<file path="config.mk">
export PLATFORM = sky130hd
export DESIGN_NAME = point_double_seq
export DESIGN_NICKNAME = d
export VERILOG_FILES = /design/src/rtl/pointdbl_pkg.sv /design/src/rtl/gf16_mul.sv /design/src/rtl/point_double_seq.sv
export SDC_FILE = /design/constraint.sdc
export NUM_CORES = 1
export LEC_CHECK = 0
export ABC_AREA = 1
export CORE_MARGIN = 4
export CORE_UTILIZATION = 35
export DETAILED_ROUTE_END_ITERATION = 10
export PLACE_DENSITY = 0.56
export SETUP_SLACK_MARGIN = 0.05
export SLEW_MARGIN = 20
export SYNTH_ARGS = -nofsm -noshare
export SYNTH_HDL_FRONTEND = slang
export SYNTH_SLANG_ARGS = --single-unit
</file>
<file path="constraint.sdc">
create_clock -name clk -period 6.78 [get_ports clk]
set_clock_uncertainty 0.1 [all_clocks]
set_input_delay 0.678 -clock clk [delete_from_list [all_inputs] [get_ports clk]]
set_output_delay 0.678 -clock clk [all_outputs]
set_load 0.02 [all_outputs]
</file>
<file path="src/rtl/pointdbl_pkg.sv">
// Shared types and constants for the GF(2^4) Lopez-Dahab point-doubling engine.
// Field is GF(2^4) reduced by x^4+x+1; squaring is a fixed XOR network.
package pointdbl_pkg;

   localparam int                 FIELD_W   = 4;
   localparam logic [FIELD_W:0]   POLY      = 5'b10011;
   localparam logic [FIELD_W-1:0] A_DEFAULT = 4'h4;
   localparam logic [FIELD_W-1:0] B_DEFAULT = 4'h1;

   typedef enum logic [2:0] {
      S_IDLE,
      S_M1,
      S_M2,
      S_M3,
      S_M4,
      S_M5,
      S_DONE
   } state_t;

   // a^2 mod x^4+x+1: x^4 folds to x+1, x^6 folds to x^3+x^2
   function automatic logic [FIELD_W-1:0] gf_sq(input logic [FIELD_W-1:0] a);
      return {a[3], a[3] ^ a[1], a[2], a[2] ^ a[0]};
   endfunction

endpackage

</file>
<file path="src/rtl/gf16_mul.sv">
// Combinational GF(2^4) multiplier: carry-less product followed by reduction
// modulo x^4+x+1, so the result is always a fully reduced 4-bit element.
module gf16_mul
   import pointdbl_pkg::*;
(
   input  logic [FIELD_W-1:0] a,
   input  logic [FIELD_W-1:0] b,
   output logic [FIELD_W-1:0] p
);

   logic [2*FIELD_W-2:0] acc;

   // NOTE: every variable driven here is given a value before any branch, so no latch is inferred.
   always_comb begin
      acc = '0;
      for (int i = 0; i < FIELD_W; i++) begin
         if (b[i]) acc = acc ^ ({{(FIELD_W-1){1'b0}}, a} << i);
      end
      // Fold the high terms from the top down so each fold sees the earlier ones
      for (int i = 2*FIELD_W-2; i >= FIELD_W; i--) begin
         if (acc[i]) acc = acc ^ ({{(FIELD_W-2){1'b0}}, POLY} << (i - FIELD_W));
      end
      p = acc[FIELD_W-1:0];
   end

endmodule

</file>
<file path="src/rtl/point_double_seq.sv">
// Multi-cycle Lopez-Dahab doubler over GF(2^4): computes 2^k*P with one shared multiplier.
// Optional macro POINTDBL_EARLY_EXIT_EN stops iterating once the point reaches infinity (Z=0).
module point_double_seq
   import pointdbl_pkg::*;
#(
   parameter logic [FIELD_W-1:0] A_CONST = A_DEFAULT,
   parameter logic [FIELD_W-1:0] B_CONST = B_DEFAULT,
   parameter int                 ITER_W  = 3
) (
   input  logic                clk,
   input  logic                rst_n,
   input  logic                in_valid,
   output logic                in_ready,
   input  logic [FIELD_W-1:0]  x_in,
   input  logic [FIELD_W-1:0]  y_in,
   input  logic [FIELD_W-1:0]  z_in,
   input  logic [ITER_W-1:0]   k_in,
   output logic                out_valid,
   input  logic                out_ready,
   output logic [FIELD_W-1:0]  x_out,
   output logic [FIELD_W-1:0]  y_out,
   output logic [FIELD_W-1:0]  z_out,
   output logic                busy
);

   localparam logic [ITER_W-1:0] CNT_ONE = ITER_W'(1);

   state_t state, state_nxt;

   logic [FIELD_W-1:0] wx, wy, wz;
   logic [ITER_W-1:0]  cnt;
   logic [FIELD_W-1:0] t_z2, t_bz, t_az, t_f;

   logic [FIELD_W-1:0] z1s, x1s, y1s, z1q, x1q;
   logic [FIELD_W-1:0] x2, p_sum, wy_new;
   logic [FIELD_W-1:0] op_a, op_b, prod;
   logic               last_iter;

   assign z1s = gf_sq(wz);
   assign x1s = gf_sq(wx);
   assign y1s = gf_sq(wy);
   assign z1q = gf_sq(z1s);
   assign x1q = gf_sq(x1s);

   assign x2     = x1q ^ t_bz;
   assign p_sum  = t_az ^ y1s ^ t_bz;
   assign wy_new = t_f ^ prod;

`ifdef POINTDBL_EARLY_EXIT_EN
   // The new Z at the M5 commit is t_z2; Z=0 is the point at infinity, a fixed point
   assign last_iter = (cnt == CNT_ONE) || (t_z2 == '0);
`else
   assign last_iter = (cnt == CNT_ONE);
`endif

   gf16_mul u_mul (
      .a (op_a),
      .b (op_b),
      .p (prod)
   );

   // NOTE: sequential state uses non-blocking assignments so every register samples pre-edge values.
   always_ff @(posedge clk or negedge rst_n) begin
      if (!rst_n) state <= S_IDLE;
      else        state <= state_nxt;
   end

   always_comb begin
      state_nxt = state;
      case (state)
         S_IDLE: if (in_valid) state_nxt = (k_in == '0) ? S_DONE : S_M1;
         S_M1:   state_nxt = S_M2;
         S_M2:   state_nxt = S_M3;
         S_M3:   state_nxt = S_M4;
         S_M4:   state_nxt = S_M5;
         S_M5:   state_nxt = last_iter ? S_DONE : S_M1;
         S_DONE: if (out_ready) state_nxt = S_IDLE;
         default: state_nxt = S_IDLE;
      endcase
   end

   always_comb begin
      in_ready  = (state == S_IDLE);
      out_valid = (state == S_DONE);
      busy      = (state != S_IDLE);
      op_a      = '0;
      op_b      = '0;
      case (state)
         S_M1: begin op_a = z1s;     op_b = x1s;   end
         S_M2: begin op_a = B_CONST; op_b = z1q;   end
         S_M3: begin op_a = A_CONST; op_b = t_z2;  end
         S_M4: begin op_a = t_bz;    op_b = t_z2;  end
         S_M5: begin op_a = x2;      op_b = p_sum; end
         default: ;
      endcase
   end

   // The result copies load only on the edge that enters DONE, so they hold while the consumer stalls
   always_ff @(posedge clk or negedge rst_n) begin
      if (!rst_n) begin
         wx    <= '0;
         wy    <= '0;
         wz    <= '0;
         cnt   <= '0;
         t_z2  <= '0;
         t_bz  <= '0;
         t_az  <= '0;
         t_f   <= '0;
         x_out <= '0;
         y_out <= '0;
         z_out <= '0;
      end else begin
         case (state)
            S_IDLE: begin
               if (in_valid) begin
                  wx  <= x_in;
                  wy  <= y_in;
                  wz  <= z_in;
                  cnt <= k_in;
                  if (k_in == '0) begin
                     x_out <= x_in;
                     y_out <= y_in;
                     z_out <= z_in;
                  end
               end
            end
            S_M1: t_z2 <= prod;
            S_M2: t_bz <= prod;
            S_M3: t_az <= prod;
            S_M4: t_f  <= prod;
            S_M5: begin
               wx  <= x2;
               wy  <= wy_new;
               wz  <= t_z2;
               cnt <= cnt - CNT_ONE;
               if (last_iter) begin
                  x_out <= x2;
                  y_out <= wy_new;
                  z_out <= t_z2;
               end
            end
            default: ;
         endcase
      end
   end

endmodule
</file>
== After elaboration in Yosys (flattened, before gate mapping) ==
Index checks and enable logic that the tools add are counted.
Storage, ports and cells
  flip-flop bits (word level): 46
  output and inout port bits: 15
  logic and storage cells: 86
Operators by class
  add/sub/neg operators: 1
  eq/ne operators: 11
  multiplexer cells: 34
  bitwise gates (word level): 20
  reduce and logical (&&, ||, !) cells: 8
Operators with widths (number)
  two-way mux 4 bit: 14
  one-hot mux 4 bit (2 select lines): 6
  two-way mux 7 bit: 3
  one-hot mux 3 bit (7 select lines): 1
  one-hot mux 4 bit (5 select lines): 1
  two-way mux 3 bit: 6
  one-hot mux 4 bit (4 select lines): 1
  bitwise XOR 4 bit: 4
  bitwise XOR 1 bit: 10
  equality test 3 bit (second input constant): 3
  bitwise XOR 7 x 5 -> 7 bit: 1
  bitwise XOR 7 x 6 -> 7 bit: 1
  bitwise XOR 7 bit: 1
  equality test 3 x 1 -> 1 bit (second input constant): 2
  equality test 3 x 2 -> 1 bit (second input constant): 2
  logical NOT 3 bit: 2
  NOT 2 bit: 3
  one-hot mux 3 bit (2 select lines): 1
  inequality test 2 x 1 -> 1 bit (second input constant): 2
  inequality test 2 bit (second input constant): 2
  AND reduction 2 bit: 2
  AND reduction 4 bit: 1
  nonzero test 3 bit: 1
  subtractor 3 x 1 -> 3 bit (second input constant): 1
  3 further kinds: 3

== Logic depth before layout (Yosys ltp) ==
  depth in word-level cells: 20
  gate-level depth with buffers: 20
  mapped depth without buffers: 20

== Modules after synthesis ==
From an unflattened synthesis, not the netlist that was laid out.
Second synthesis, totals
  cells, all modules: 391
  area, all modules: 2803.9 um2
By module, submodules not included
  point_double_seq: instances 1, cells an instance 327, area an instance 2474.9 um2, seq. area each 1151.1 um2
  gf16_mul: instances 1, cells an instance 64, area an instance 329.1 um2, seq. area each 0.0 um2

== Worst setup path before layout ==
No wires, ideal clock.
  kind: register to register
  start point: register state[0]
  end point: register x_out[0]
  data arrival time: 2.195 ns
  slack: 4.419 ns
  stages on the path, launching flop included: 11
  buffers on the path: 2
  clock period less this slack: 2.361 ns
  cells stage by stage: dfrtp_1 -> buf_2 -> inv_1 -> nand2_1 -> nor2_1 -> inv_1 -> or2_2 -> nand3_1 -> clkbuf_1 -> nand2_1 -> nand2_1
Between the ends
  cells in the longest elaborated chain, start to end: 3
  elaborated cells between the ends (all ways): 8
  those cells by class: eq/ne: 4; mux: 1; reduce/logical: 3
Ends and longest elaborated chain
  start: declaration: line point_double_seq.sv:28  | state_t state, state_nxt;
  start signal: assignment: line point_double_seq.sv:65  | else state <= state_nxt;
  logical NOT 3 bit *
  net in_ready: line point_double_seq.sv:13  | output logic in_ready,
  inequality test 2 x 1 -> 1 bit (no line) (tied with other cells)
  AND reduction 4 bit (no line)
  end signal: assignment: line point_double_seq.sv:121  | x_out <= x_in;
  end: declaration: line point_double_seq.sv:20  | output logic [FIELD_W-1:0] x_out,
Mark *: on every way through the listed nets, which the timed path passes. The rest lies on a longest branch.
A chain may end at the register's enable or synchronous reset.

== Final worst setup path ==
  start point: register state[1]
  end point: register y_out[3]
Between the ends
  cells in the longest elaborated chain, start to end: 15
  elaborated cells between the ends (all ways): 26
  those cells by class: eq/ne: 8; mux: 9; bitwise: 5; reduce/logical: 4
Ends and longest elaborated chain
  equality test 3 bit / equality test 3 x 2 -> 1 bit (equally long branches): line point_double_seq.sv:88  | case (state)
  OR reduction 2 bit (no line)
  one-hot mux 4 bit (4 select lines): line point_double_seq.sv:88
  two-way mux 4 bit: line gf16_mul.sv:17  | if (b[i]) acc = acc ^ ({{(FIELD_W-1){1'b0}}, a} << i);
  bitwise XOR 7 x 5 -> 7 bit: line gf16_mul.sv:17
  two-way mux 7 bit: line gf16_mul.sv:17
  bitwise XOR 7 x 6 -> 7 bit: line gf16_mul.sv:17
  two-way mux 7 bit: line gf16_mul.sv:17
  bitwise XOR 7 bit: line gf16_mul.sv:17
  two-way mux 7 bit: line gf16_mul.sv:17
  NOT 2 bit (no line)
  two-way mux 4 bit: line gf16_mul.sv:21  | if (acc[i]) acc = acc ^ ({{(FIELD_W-2){1'b0}}, POLY} << (i - FIELD_W));
  bitwise XOR 4 bit: line point_double_seq.sv:47  | assign wy_new = t_f ^ prod;
  two-way mux 4 bit: line point_double_seq.sv:136  | if (last_iter) begin
  one-hot mux 4 bit (2 select lines): line point_double_seq.sv:113  | case (state)
  end signal: assignment: line point_double_seq.sv:122  | y_out <= y_in;
  end signal: assignment: line point_double_seq.sv:138  | y_out <= wy_new;
  end: declaration: line point_double_seq.sv:21  | output logic [FIELD_W-1:0] y_out,
Parallel ways exist; a longest one is shown, timed or not. The select of a mux whose other input is x is not followed.

==> impl_metrics.json <==
{
  "run_status": "completed",
  "synth.yosys.warnings": 0,
  "die_h_um": 102,
  "leakagePower_nw": 1.88,
  "grt_max_degree": 47,
  "buffer_levels_on_the_longest_clock_path": 2,
  "post_synth_main_area_contributors": "sky130_fd_sc_hd__dfrtp_1, sky130_fd_sc_hd__nand2_1, sky130_fd_sc_hd__nand3_1",
  "slew_violations": 0,
  "wire_length_of_the_first_global_routing_pass_mm": 13.8,
  "clk_pin_slew_ns": 0.09,
  "wl_mm": 8.08,
  "end_kind": "register",
  "max_slew_margin_pct": 57.6,
  "cp_slowest_stage_delay_ns": 0.59,
  "top_layer_used": "met4",
  "max_slew.worst_pin.slew_ns": 0.634,
  "gr-total-overflow": 0,
  "max-vdd-ir-drop_v": 0.000183,
  "timing.critical_path.required_ns": 6.92,
  "share_of_cells_above_drive_strength_1_pct": 7.35,
  "clockRootBuffer": "sky130_fd_sc_hd__clkbuf_8",
  "finalHoldViolations": 0,
  "fp.dieW_um": 102,
  "port_buffers": 33,
  "cp-start-kind": "register",
  "sequential_share_of_the_synthesized_area_pct": 37.0,
  "clock_sink_count": 46,
  "syn_inst": 484,
  "finalWeightedCongestion": 0.838,
  "route.detailed.vias_per_inst": 4.76,
  "detailroute.wirelength.met3_um": 333,
  "maximum_fanout_along_the_worst_path": 26,
  "die_area_um2": 10500,
  "violation_count_after_the_first_detailed_route_iteration": 182,
  "clock_latency_reported_for_the_late_side_of_the_worst_skew_pair_ns": 0.29,
  "detail_route.first_pass.iterations": 4,
  "final_cells": 625,
  "num_antenna_cells": 0,
  "wire_per_inst_um": 12.9,
  "setup-tns-final_ns": 0,
  "critical_path_class": "register to register",
  "cts.hold.buffers_added": 0,
  "yosysTopAreaCellShare_pct": 37.0,
  "min_period_over_period_pct": 53.2,
  "gr_usage_total_pct": 16.6,
  "post_cts.resized_instances": 0,
  "cts-htree-levels": 2,
  "fin_worst_hold_slack_ns": 0.275,
  "cts_tree": "yes",
  "first_global_vias": 2882,
  "critical_path.cell_chain": "inv_2 > nand2_1 > nor2_4 > clkinv_1 > nand2_1 > nand3_1 > inv_1 > nand3_1 > nand2_1",
  "hold_class": "input pin to async pin",
  "met2RoutedLength_mm": 3.56,
  "number_of_cells_after_detailed_placement": 617,
  "dpl_cell_area_um2": 3520,
  "timing.critical_path.arrival_ns": 3.75,
  "initial_core_util_pct": 35.8,
  "core_area_um2": 8680,
  "area_growth_pct": 16.9,
  "pin_count": 34,
  "fin_nets": 538,
  "met1_length_mm": 4.00,
  "timing.fmax_mhz": 277,
  "drc_errors": 0,
  "rows": 34,
  "critical_path.n_buffers_inverters": 3,
  "vias": 2973,
  "cts_setup_buffers": 0,
  "netlist_area_um2": 3110,
  "synth.distinct_cells": 31,
  "syn_area_per_cell_um2": 6.42,
  "cts_inserted_buffers": 5,
  "finalInstanceArea_um2": 3640,
  "yosys_register_bits": 46,
  "rsz0062_at_grt": "false",
  "maxCapViolCount": 0,
  "post-dp-hpwl_mm": 6.31,
  "critical-path-top-delay-family": "simple AND/OR/NAND/NOR gates",
  "finalCriticalPeriod_ns": 3.61,
  "critPathMostFrequentCell": "sky130_fd_sc_hd__nand2_1",
  "total_of_endpoints_with_negative_setup_slack_in_the_final_report": 0,
  "cellPowerDensity_nw_per_um2": 451,
  "synth_largest_area_cell": "sky130_fd_sc_hd__dfrtp_1",
  "syn_nets": 506,
  "final_antenna_net_count": 0,
  "timing.critical_path.slowest_stage_cell": "sky130_fd_sc_hd__nand2_1",
  "grt_antenna_before_repair": 0
}
==> final timing paths <==
| path | start | end | cells past startpoint | slack, ns |
|---|---|---|---|---|
| min | rst_n | cnt[2] | 1 | 0.28 |
| max reg2reg | state[1] | y_out[3] | 9 | 3.17 |
| max | state[1] | y_out[3] | 9 | 3.17 |
| min in group clk | z_out[2] | z_out[2] | 2 | 0.39 |
| max in group asynchronous | rst_n | t_f[1] | 1 | 5.91 |
| min reg2reg | z_out[2] | z_out[2] | 2 | 0.39 |
==> logic make-up after synthesis <==
kind of cell / count (synthesis) / share of synthesized area (%)
AND/OR/NAND/NOR: 329 / 45.5
XOR/XNOR: 6 / 1.69
AO/OA/AOI/OAI: 37 / 6.36
flip-flops: 46 / 37.0
adder cells (fa/ha/maj): 3 / 1.21
buffers and inverters: 63 / 8.21
==> cell usage in the layout, fill, tap and decap left out, types with 3 or more instances in the layout <==
cell	synthesis	layout
sky130_fd_sc_hd__nand2_1	227	227
sky130_fd_sc_hd__inv_1	47	47
sky130_fd_sc_hd__dfrtp_1	46	46
sky130_fd_sc_hd__nand3_1	43	43
sky130_fd_sc_hd__clkdlybuf4s50_1	0	32
sky130_fd_sc_hd__o21ai_0	26	26
sky130_fd_sc_hd__nor2_1	23	23
sky130_fd_sc_hd__nand3_2	7	7
sky130_fd_sc_hd__nand2_2	7	7
sky130_fd_sc_hd__inv_2	6	6
sky130_fd_sc_hd__nand4_1	5	5
sky130_fd_sc_hd__or2_2	5	5
sky130_fd_sc_hd__clkbuf_8	0	5
sky130_fd_sc_hd__xor2_1	4	4
sky130_fd_sc_hd__o21ai_1	4	4
sky130_fd_sc_hd__nor3_1	3	3
sky130_fd_sc_hd__nand3b_1	3	3
sky130_fd_sc_hd__o211ai_1	3	3
sky130_fd_sc_hd__ha_1	3	3
==> cell type report <==
type / instances / area, µm²
tap: 108 / 135
inverter: 55 / 209
clock buffer: 6 / 72.6
timing repair buffer: 33 / 328
multi-input combinational: 375 / 1700
sequential: 46 / 1150
clock inverter: 2 / 37.5
fill: 911 / 5040
==> state kept, by name, indices dropped and copies added, names as in the netlist <==
signal / count
cnt: 3
state: 3
t_az: 4
t_bz: 4
t_f: 4
t_z2: 4
wx: 4
wy: 4
wz: 4
x_out: 4
y_out: 4
z_out: 4
==> cells in the mapped netlist (all sizes together) <==
library cell and n:
a21boi 1, a21oi 2, buf 6, clkbuf 2
clkinv 1, dfrtp 46, ha 3, inv 54
nand2 234, nand3 50, nand3b 3, nand4 5
nor2 27, nor3 3, nor4 1, o211ai 3
o21ai 30, o31ai 1, or2 6, xnor2 2
xor2 4
==> through the flow <==
| step | power, mW | util, % | worst slack, ns |
|---|---|---|---|
| floorplan | 1.16 | - | 4.42 |
| global placement | 1.42 | 40.6 | 3.30 |
| detailed placement | 1.44 | 40.6 | 3.14 |
| CTS | 1.65 | 41.9 | 3.12 |
| global route | 1.81 | 41.9 | 2.74 |
| finish | 1.64 | 41.9 | 3.17 |
==> metal layers <==
metal,GRT usage [%],up-vias
li1,-,1578
met1,23.4,1318
met2,26.6,63
met3,2.25,14
met4,5.05,0
met5,0,-
==> power by group <==
group          switching [mW]  internal (mW)
Clock                  0.0951          0.110
Combinational           0.603          0.321
Sequential              0.115          0.394
==> worst reg2reg max path: stages, from the launching register on <==
cell                       delay, ns
sky130_fd_sc_hd__dfrtp_1        0.47
sky130_fd_sc_hd__inv_2          0.15
sky130_fd_sc_hd__nand2_1        0.10
sky130_fd_sc_hd__nor2_4         0.50
sky130_fd_sc_hd__clkinv_1       0.42
sky130_fd_sc_hd__nand2_1        0.59
sky130_fd_sc_hd__nand3_1        0.55
sky130_fd_sc_hd__inv_1          0.45
sky130_fd_sc_hd__nand3_1        0.14
sky130_fd_sc_hd__nand2_1        0.08
Power figures use the tool's default switching activity.
